[config.mk]
export PLATFORM = sky130hd
export DESIGN_NAME = imu_seq_ctrl
export DESIGN_NICKNAME = d
export VERILOG_FILES = /design/src/rtl/imu_seq_ctrl.sv
export SDC_FILE = /design/constraint.sdc
export NUM_CORES = 1
export LEC_CHECK = 0
export CAP_MARGIN = 20
export CORE_MARGIN = 2
export CORE_UTILIZATION = 35
export CTS_CLUSTER_SIZE = 12
export DETAILED_ROUTE_END_ITERATION = 10
export PLACE_DENSITY = 0.56
export SLEW_MARGIN = 10
export SYNTH_ARGS = -nofsm -noshare
export SYNTH_HDL_FRONTEND = slang
export SYNTH_SLANG_ARGS = --single-unit
[constraint.sdc]
create_clock -name clk -period 2.8 [get_ports clk]
set_input_delay 0.28 -clock clk [delete_from_list [all_inputs] [get_ports clk]]
set_output_delay 0.28 -clock clk [all_outputs]
set_load 0.1 [all_outputs]
[src/rtl/imu_seq_ctrl.sv]
// Groups the IMU sample stream into SEQ_LEN windows using two ping-pong buffers and streams each window to the fusion accelerator.
// Optional stall counter output (stall_cnt) is enabled by defining IMU_SEQ_STALL_CNT_EN.
module imu_seq_ctrl #(
    parameter int DATA_WIDTH = 16,
    parameter int SEQ_LEN    = 16,
    parameter int SEQ_ID_W   = 8
) (
    input  logic                  clk,
    input  logic                  rst,
    input  logic                  enable,
    input  logic [DATA_WIDTH-1:0] imu_data,
    input  logic                  imu_valid,
    output logic                  imu_ready,
    output logic                  acc_start,
    output logic [SEQ_ID_W-1:0]   acc_seq_id,
    output logic [DATA_WIDTH-1:0] acc_data,
    output logic                  acc_valid,
    input  logic                  acc_ready,
    output logic                  acc_last,
    input  logic                  acc_done,
    output logic                  busy
`ifdef IMU_SEQ_STALL_CNT_EN
    ,
    output logic [15:0]           stall_cnt
`endif
);

    // state        | meaning
    // RD_IDLE      | waiting for buffer[rd_buf] to become FULL
    // RD_START     | one-cycle acc_start pulse for the window
    // RD_STREAM    | presenting buffer[rd_buf][rd_idx] on acc_data
    // RD_WAIT_DONE | window sent, holding buffer until acc_done

    localparam int IDX_W = $clog2(SEQ_LEN);
    localparam logic [IDX_W-1:0] LAST_IDX = IDX_W'(SEQ_LEN - 1);

    typedef enum logic [1:0] {BUF_EMPTY, BUF_FILLING, BUF_FULL, BUF_READING} buf_state_e;
    typedef enum logic [1:0] {RD_IDLE, RD_START, RD_STREAM, RD_WAIT_DONE} rd_state_e;

    buf_state_e            buf_state_q [2];
    buf_state_e            buf_state_d [2];
    rd_state_e             rd_state_q, rd_state_d;
    logic                  wr_buf_q, wr_buf_d;
    logic                  rd_buf_q, rd_buf_d;
    logic [IDX_W-1:0]      wr_idx_q, wr_idx_d;
    logic [IDX_W-1:0]      rd_idx_q, rd_idx_d;
    logic [SEQ_ID_W-1:0]   seq_id_q, seq_id_d;
    logic [DATA_WIDTH-1:0] buf_mem [2][SEQ_LEN];
    logic                  wr_accept;

    // Readiness depends only on registered buffer state, so acc_ready/acc_done never reach imu_ready.
    assign imu_ready  = !rst && enable &&
                        (buf_state_q[wr_buf_q] == BUF_EMPTY || buf_state_q[wr_buf_q] == BUF_FILLING);
    assign wr_accept  = imu_valid && imu_ready;
    assign acc_seq_id = seq_id_q;
    assign acc_data   = buf_mem[rd_buf_q][rd_idx_q];
    assign busy       = (buf_state_q[0] != BUF_EMPTY) || (buf_state_q[1] != BUF_EMPTY) ||
                        (rd_state_q != RD_IDLE);

    always_comb begin
        buf_state_d = buf_state_q;
        rd_state_d  = rd_state_q;
        wr_buf_d    = wr_buf_q;
        rd_buf_d    = rd_buf_q;
        wr_idx_d    = wr_idx_q;
        rd_idx_d    = rd_idx_q;
        seq_id_d    = seq_id_q;
        acc_start   = 1'b0;
        acc_valid   = 1'b0;
        acc_last    = 1'b0;

        // Writer only touches EMPTY/FILLING buffers and the reader only FULL/READING ones, so they never collide.
        if (wr_accept) begin
            if (wr_idx_q == LAST_IDX) begin
                buf_state_d[wr_buf_q] = BUF_FULL;
                wr_idx_d              = '0;
                wr_buf_d              = !wr_buf_q;
            end else begin
                buf_state_d[wr_buf_q] = BUF_FILLING;
                wr_idx_d              = wr_idx_q + 1'b1;
            end
        end

        case (rd_state_q)
            RD_IDLE: begin
                if (buf_state_q[rd_buf_q] == BUF_FULL) begin
                    buf_state_d[rd_buf_q] = BUF_READING;
                    rd_state_d            = RD_START;
                end
            end
            RD_START: begin
                acc_start  = 1'b1;
                rd_state_d = RD_STREAM;
            end
            RD_STREAM: begin
                acc_valid = 1'b1;
                acc_last  = (rd_idx_q == LAST_IDX);
                if (acc_ready) begin
                    if (rd_idx_q == LAST_IDX) begin
                        rd_state_d = RD_WAIT_DONE;
                    end else begin
                        rd_idx_d = rd_idx_q + 1'b1;
                    end
                end
            end
            RD_WAIT_DONE: begin
                if (acc_done) begin
                    buf_state_d[rd_buf_q] = BUF_EMPTY;
                    rd_buf_d              = !rd_buf_q;
                    rd_idx_d              = '0;
                    seq_id_d              = seq_id_q + 1'b1;
                    rd_state_d            = RD_IDLE;
                end
            end
            default: rd_state_d = RD_IDLE;
        endcase
    end

    always_ff @(posedge clk) begin
        if (rst) begin
            buf_state_q[0] <= BUF_EMPTY;
            buf_state_q[1] <= BUF_EMPTY;
            rd_state_q     <= RD_IDLE;
            wr_buf_q       <= 1'b0;
            rd_buf_q       <= 1'b0;
            wr_idx_q       <= '0;
            rd_idx_q       <= '0;
            seq_id_q       <= '0;
        end else begin
            buf_state_q <= buf_state_d;
            rd_state_q  <= rd_state_d;
            wr_buf_q    <= wr_buf_d;
            rd_buf_q    <= rd_buf_d;
            wr_idx_q    <= wr_idx_d;
            rd_idx_q    <= rd_idx_d;
            seq_id_q    <= seq_id_d;
        end
    end

    // Sample storage needs no reset; the buffer state words decide what is valid.
    always_ff @(posedge clk) begin
        if (wr_accept) begin
            buf_mem[wr_buf_q][wr_idx_q] <= imu_data;
        end
    end

`ifdef IMU_SEQ_STALL_CNT_EN
    logic [15:0] stall_cnt_q, stall_cnt_d;
    logic        stall_inc;

    always_comb begin
        stall_inc   = imu_valid && !imu_ready && enable && (stall_cnt_q != 16'hFFFF);
        stall_cnt_d = stall_inc ? stall_cnt_q + 16'd1 : stall_cnt_q;
    end

    always_ff @(posedge clk) begin
        if (rst) begin
            stall_cnt_q <= '0;
        end else begin
            stall_cnt_q <= stall_cnt_d;
            if (stall_inc) begin
                $display("imu_seq_ctrl stall_cnt=%0d", stall_cnt_d);
            end
        end
    end

    assign stall_cnt = stall_cnt_q;
`else
    // Stall cycles are not counted in this build.
`endif

endmodule

==> results.yml <==
outcome:
  status: "finished, violations left"
  violations: "negative setup slack"
floorplanning:
  die_h_um: 247.1
  design.core.area_mm2: 0.05869
  start_util_pct: 35.24
  io_pins: 51
  fp.dieW_um: 247.1
  placementRows: 89
  die_area_mm2: 0.06105
clock_network:
  cts_root_buf: "clkbuf_16"
  cts_tree: "done"
  clockBufferDepth: 3
  cts_made_buffers: 54
  clkTransAtPathRegs_ns: 0.06
  clkSinkCount: 537
  insertion_delay_ns: 0.61
  cts_max_level: 2
  holdBufCountCts: 0
sta:
  tightest_slew_ns: 0.5396
  fin_crit_sh_pct: 103.5
  hold_slack_ns: 0.4875
  finalHoldViolCount: 0
  setup_ws_ns: -0.09891
  rsz0062_at_grt: "yes"
  skew_ns: 0.01209
  timing.fmax_mhz: 345.0
  fin_crit_ns: 2.899
  slew_headroom_pct: 64.03
  tns_ns: -0.5558
  drv_slew: 0
  finalSetupViolCount: 12
cells_and_area:
  num_antenna_cells: 0
  multiInputGateArea_mm2: 0.005105
  num-fill-cells: 4931
  seqCellArea_mm2: 0.01589
  syn2layout_area_growth_pct: 23.21
  mostFrequentLayoutCells: "edfxtp_1, mux4_2, buf_4"
  stdcell_count: 1975
  final_common_cell: "edfxtp_1"
  fin_nets: 1205
  final_core_util_pct: 43.42
  layout-drive-gt1-share_pct: 34.69
synthesis:
  synthCells: 999
  synth-edff-count: 512
  synth_top_flop_cell: "edfxtp_1"
  ys_ff_latch: 537
  postSynth.asyncResetShare_pct: 0
  ys_warn_count: 0
  avgSynthCellArea_um2: 20.70
  synth_area_mm2: 0.02068
  ys_types: 42
  yosysSeqAreaShare_pct: 76.77
  syn-num-nets: 1032
setup_path:
  cp_max_fo: 8
  crit_path_end: "acc_data[2]"
  r2r-end: "buf_mem[0][32]$_DFFE_PP_"
  path_class: "reg2out"
  r2r_cells: 5
  end_kind: "output pin"
  startpoint_type: "register"
  cp.arrival_ns: 2.62
  r2r-start: "wr_buf_q$_SDFFE_PP0N_"
  worst-r2r-setup-slack_ns: 0.42
  required_ns: 2.52
pwr:
  p_leak_nw: 7.915
  vdd_drop_max_v: 0.0006261
  p_per_area_mw_per_mm2: 740.9
placed_design:
  post-place-ws_ns: 0.09173
  gp_congestion: 0.7357
  portBuffers: 50
  dp_cells: 1874
  post-dp-hpwl_um: 29920
global_route:
  antenna_found_initial: 1
  grt_start_max_net_pins: 46
  grt_usage_pct: 17.09
  gr-total-overflow: 0
  first_global_vias: 10560
  grt_pass1_wl_um: 73990
routing:
  drc: 0
  viasPerCell: 5.286
  drt_first_pass_iters: 5
  drt_iter0_drc: 970
  wirelength_um: 51460
  wl_per_cell_um: 26.06
  vias: 10440
  postRouteAntennaNets: 0
run:
  cap_violations: 0
min_path:
  min_path_type: "in2reg"
[stage by stage]
step                      total power [W]  area [µm²]
after floorplan                   0.01117       20930
after global placement            0.01240       23200
after detailed placement          0.01242       23200
after CTS                         0.01902       25270
after global routing              0.01948       25480
final                             0.01888       25480
[worst min-delay path by stage]
stage | cells after the start | from | to | slack, ns
final | 3 | rst | acc_seq_id[5]$_SDFFE_PP0P_ | 0.49
after global routing | 3 | rst | acc_seq_id[0]$_SDFFE_PP0P_ | 0.49
after CTS | 3 | rst | acc_seq_id[3]$_SDFFE_PP0P_ | 0.46
after detailed placement | 2 | acc_seq_id[1]$_SDFFE_PP0P_ | acc_seq_id[1]$_SDFFE_PP0P_ | 0.49
after global placement | 2 | acc_seq_id[1]$_SDFFE_PP0P_ | acc_seq_id[1]$_SDFFE_PP0P_ | 0.49
after floorplan | 0 | imu_data[0] | buf_mem[0][0]$_DFFE_PP_ | 0.38
[Yosys cell counts, types with 2 or more instances]
cell type / n / area, µm²
o22ai_1: 65 / 406.6
nand4_1: 2 / 12.51
buf_2: 18 / 90.09
xnor2_1: 6 / 52.55
nor2_1: 52 / 195.2
ha_1: 11 / 137.6
inv_1: 12 / 45.04
dfxtp_1: 25 / 500.5
or3b_2: 3 / 26.28
nand3b_1: 7 / 52.55
nand2_1: 22 / 82.58
nor3_1: 8 / 40.04
and2_1: 3 / 18.77
o21bai_1: 2 / 15.01
a211oi_1: 5 / 37.54
o21ai_0: 6 / 30.03
a31oi_1: 2 / 12.51
or4_1: 2 / 15.01
xor2_1: 6 / 52.55
o21a_1: 2 / 15.01
or3_1: 3 / 18.77
mux4_2: 128 / 2883
nand2b_1: 3 / 18.77
o2111ai_1: 2 / 17.52
nand3_1: 13 / 65.06
nor2b_1: 2 / 12.51
nor4_1: 17 / 106.4
clkbuf_1: 21 / 78.83
a21oi_1: 14 / 70.07
buf_4: 12 / 90.09
edfxtp_1: 512 / 15370
and3_1: 3 / 18.77
[critical path, stage by stage, from the launching register on]
cell	delay (ns)
dfxtp_4	0.36
buf_12	0.13
buf_16	0.15
buf_16	0.17
mux4_2	0.35
o22ai_1	0.08
buf_4	0.17
nor4_4	0.35
buf_12	0.22
[timing repair]
action / 4_1_cts / 5_1_grt
setup endpoints to repair: 16 / 16
cloned: 5 / 2
resized for setup: 59 / 23
endpoints found under the hold margin: 0 / 0
pin swaps: 2 / 9
setup buffers: 5 / 5
[registers in the layout, summed over array words and instances (netlist names), named ones only]
name and count:
rd_idx_q 4, wr_buf_q 1, buf_state_q 4, buf_mem 512, acc_seq_id 8, wr_idx_q 4, rd_buf_q 1, rd_state_q 2
[report_power, final]
part,switching [W],internal (W)
registers,0.0000580,0.00884
logic,0.00216,0.00142
clock network,0.00290,0.00350
[layout make-up]
class                      count  area share (%)
sequential                   537           62.36
multi-input combinational    397           20.04
timing repair buffer         170           7.744
clock buffer                  67           5.495
tap                          773           3.796
clock inverter                19          0.3978
inverter                      12          0.1768
[metal layers]
metal	part of all wire [%]	vias to the layer above	track usage, %	wire [µm]
met5	0	-	0	0
met4	2.1	0	4.252	1076
met3	5.9	67	3.451	3026
met2	49	317	28.28	25430
met1	43	5538	23.18	21930
li1	-	4517	-	-
[cell families after synthesis]
logic type / after synthesis / synth area share (%)
flip-flops: 537 / 76.77
buffers and inverters: 65 / 1.549
AND/OR/NAND/NOR: 143 / 3.412
adder cells (fa/ha/maj): 11 / 0.6655
XOR/XNOR: 12 / 0.5082
multiplexers: 130 / 14.06
AO/OA/AOI/OAI: 101 / 3.037
Power figures use the tool's default switching activity.
==> variant, RTL diff (config.mk and constraints unchanged) <==
Encoding of `rd_state_e`: now one-hot (4 bits for 4 states).
--- a/src/rtl/imu_seq_ctrl.sv
+++ b/src/rtl/imu_seq_ctrl.sv
@@ -36,5 +36,5 @@
 
     typedef enum logic [1:0] {BUF_EMPTY, BUF_FILLING, BUF_FULL, BUF_READING} buf_state_e;
-    typedef enum logic [1:0] {RD_IDLE, RD_START, RD_STREAM, RD_WAIT_DONE} rd_state_e;
+    typedef enum logic [3:0] {RD_IDLE = 4'b0001, RD_START = 4'b0010, RD_STREAM = 4'b0100, RD_WAIT_DONE = 4'b1000} rd_state_e;
 
     buf_state_e            buf_state_q [2];
Behaviour: same outputs for any inputs over 4 cycles, from zero or initial values and one cycle with rst high; so few cycles prove little.
==> variant against the unedited design <==
Maximum frequency up 3.4%. Sequential cell count rose by 2. Area after synthesis is 2.6% higher. Wire length increased by 1.3%. Worst setup slack better by 0.094 ns. Register-to-register slack lost 0.07 ns. Cell area is 2.7% higher. Highest routed layer unchanged. Utilization increased by 0.12 points. The flow still finishes with violations (setup timing).
Power is not compared: it rests on default switching activity, and its combinational part moved more than twofold at a synthesized area within 25%.
==> variant: results <==
<?xml version="1.0" encoding="UTF-8"?>
<metrics>
  <group name="place">
    <metric name="post-dp-hpwl" unit="um">31520</metric>
    <metric name="finalWeightedCongestion" unit="">0.8129</metric>
    <metric name="place.detailed.instances" unit="">2077</metric>
    <metric name="placement.cell_area" unit="um^2">23560</metric>
    <metric name="pre_cts_slack" unit="ns">-0.005582</metric>
  </group>
  <group name="sta">
    <metric name="timing_worst_slew_pin_value" unit="ns">0.6933</metric>
    <metric name="timing.clock.skew" unit="ns">0.01684</metric>
    <metric name="setup_total_negative_slack" unit="ns">-0.006289</metric>
    <metric name="fin_ws" unit="ns">-0.004671</metric>
    <metric name="report.final.setup_viol" unit="">2</metric>
    <metric name="worst_hold_check_slack" unit="ns">0.4226</metric>
  </group>
  <group name="setup_path">
    <metric name="endpoint_arrival_time_on_the_critical_path" unit="ns">2.52</metric>
    <metric name="critPathCapture" unit="">acc_data[10]</metric>
    <metric name="cpLargestDelayFamily" unit="">simple AND/OR/NAND/NOR gates</metric>
    <metric name="worst-r2r-setup-slack" unit="ns">0.35</metric>
    <metric name="path_max_fanout" unit="">16</metric>
    <metric name="worst_r2r_end" unit="">buf_mem[0][62]$_DFFE_PP_</metric>
  </group>
  <group name="layout">
    <metric name="share_of_cells_above_drive_strength_1" unit="">0.2354</metric>
    <metric name="layout.nets" unit="">1432</metric>
    <metric name="n_fill_cell" unit="">5292</metric>
    <metric name="layoutNonFillerInstCount" unit="">2222</metric>
  </group>
  <group name="grt">
    <metric name="grt_max_degree" unit="">33</metric>
    <metric name="vias_in_the_first_global_route" unit="">11550</metric>
    <metric name="antenna_found_initial" unit="">0</metric>
    <metric name="grt_usage" unit="">0.1649</metric>
    <metric name="grt_pass1_wl" unit="um">76040</metric>
  </group>
  <group name="run_status">
    <metric name="status" unit="">complete, but fails checks</metric>
    <metric name="violated_checks" unit="">setup timing</metric>
  </group>
  <group name="route">
    <metric name="routed_wire_length_per_instance" unit="um">23.47</metric>
    <metric name="detailedRoute.firstIterationViolations" unit="">921</metric>
    <metric name="vias_per_cell" unit="">5.198</metric>
  </group>
  <group name="synthesis">
    <metric name="synth.yosys.seq_area_share" unit="">0.7499</metric>
    <metric name="mappedNetlistNets" unit="">1254</metric>
    <metric name="post_synth.cell_area_avg" unit="um^2">17.31</metric>
    <metric name="yosys-top-cells-area" unit="">sky130_fd_sc_hd__edfxtp_1, sky130_fd_sc_hd__mux2i_1, sky130_fd_sc_hd__a22oi_1, sky130_fd_sc_hd__dfxtp_1, sky130_fd_sc_hd__nand4_1</metric>
    <metric name="ys_types" unit="">49</metric>
    <metric name="async_reset_ff_frac" unit="">0</metric>
  </group>
  <group name="worst_hold_path">
    <metric name="hold_path.startpoint" unit="">acc_ready</metric>
  </group>
  <group name="clock_tree">
    <metric name="post-cts-setup-buffers" unit="">40</metric>
    <metric name="numCtsBuffers" unit="">55</metric>
    <metric name="ctsResizeCount" unit="">60</metric>
  </group>
</metrics>
variant: logic make-up after synthesis:
group                    after synthesis  synth area share
AO/OA/AOI/OAI                        164           0.05612
XOR/XNOR                               9          0.003714
adder cells (fa/ha/maj)                6          0.003537
buffers and inverters                 81           0.01816
flip-flops                           539            0.7499
multiplexers                         258            0.1217
AND/OR/NAND/NOR                      169           0.04693
variant: layer usage:
metal | wire, um | GRT usage | vias to the layer above
met3 | 2127 | 0.02858 | 73
met1 | 23120 | 0.2177 | 5926
met2 | 25740 | 0.2809 | 273
met4 | 1159 | 0.04482 | 0
met5 | 0 | 0 | -
li1 | - | - | 5277
variant: cell type report:
type	count	area, um^2	area share
repair buffers	196	2253	0.08608
multi-input cells	606	5374	0.2053
well taps	782	978.4	0.03738
clock inverters	17	145.1	0.005544
flip-flops and latches	539	15930	0.6085
inverters	6	22.52	0.0008603
clock buffers	76	1475	0.05635
variant: tightest hold or removal path: cells and delay by family:
family / cells / cell delay, ns
buf+inv: 1 / 0.50
compound gates: 2 / 0.21
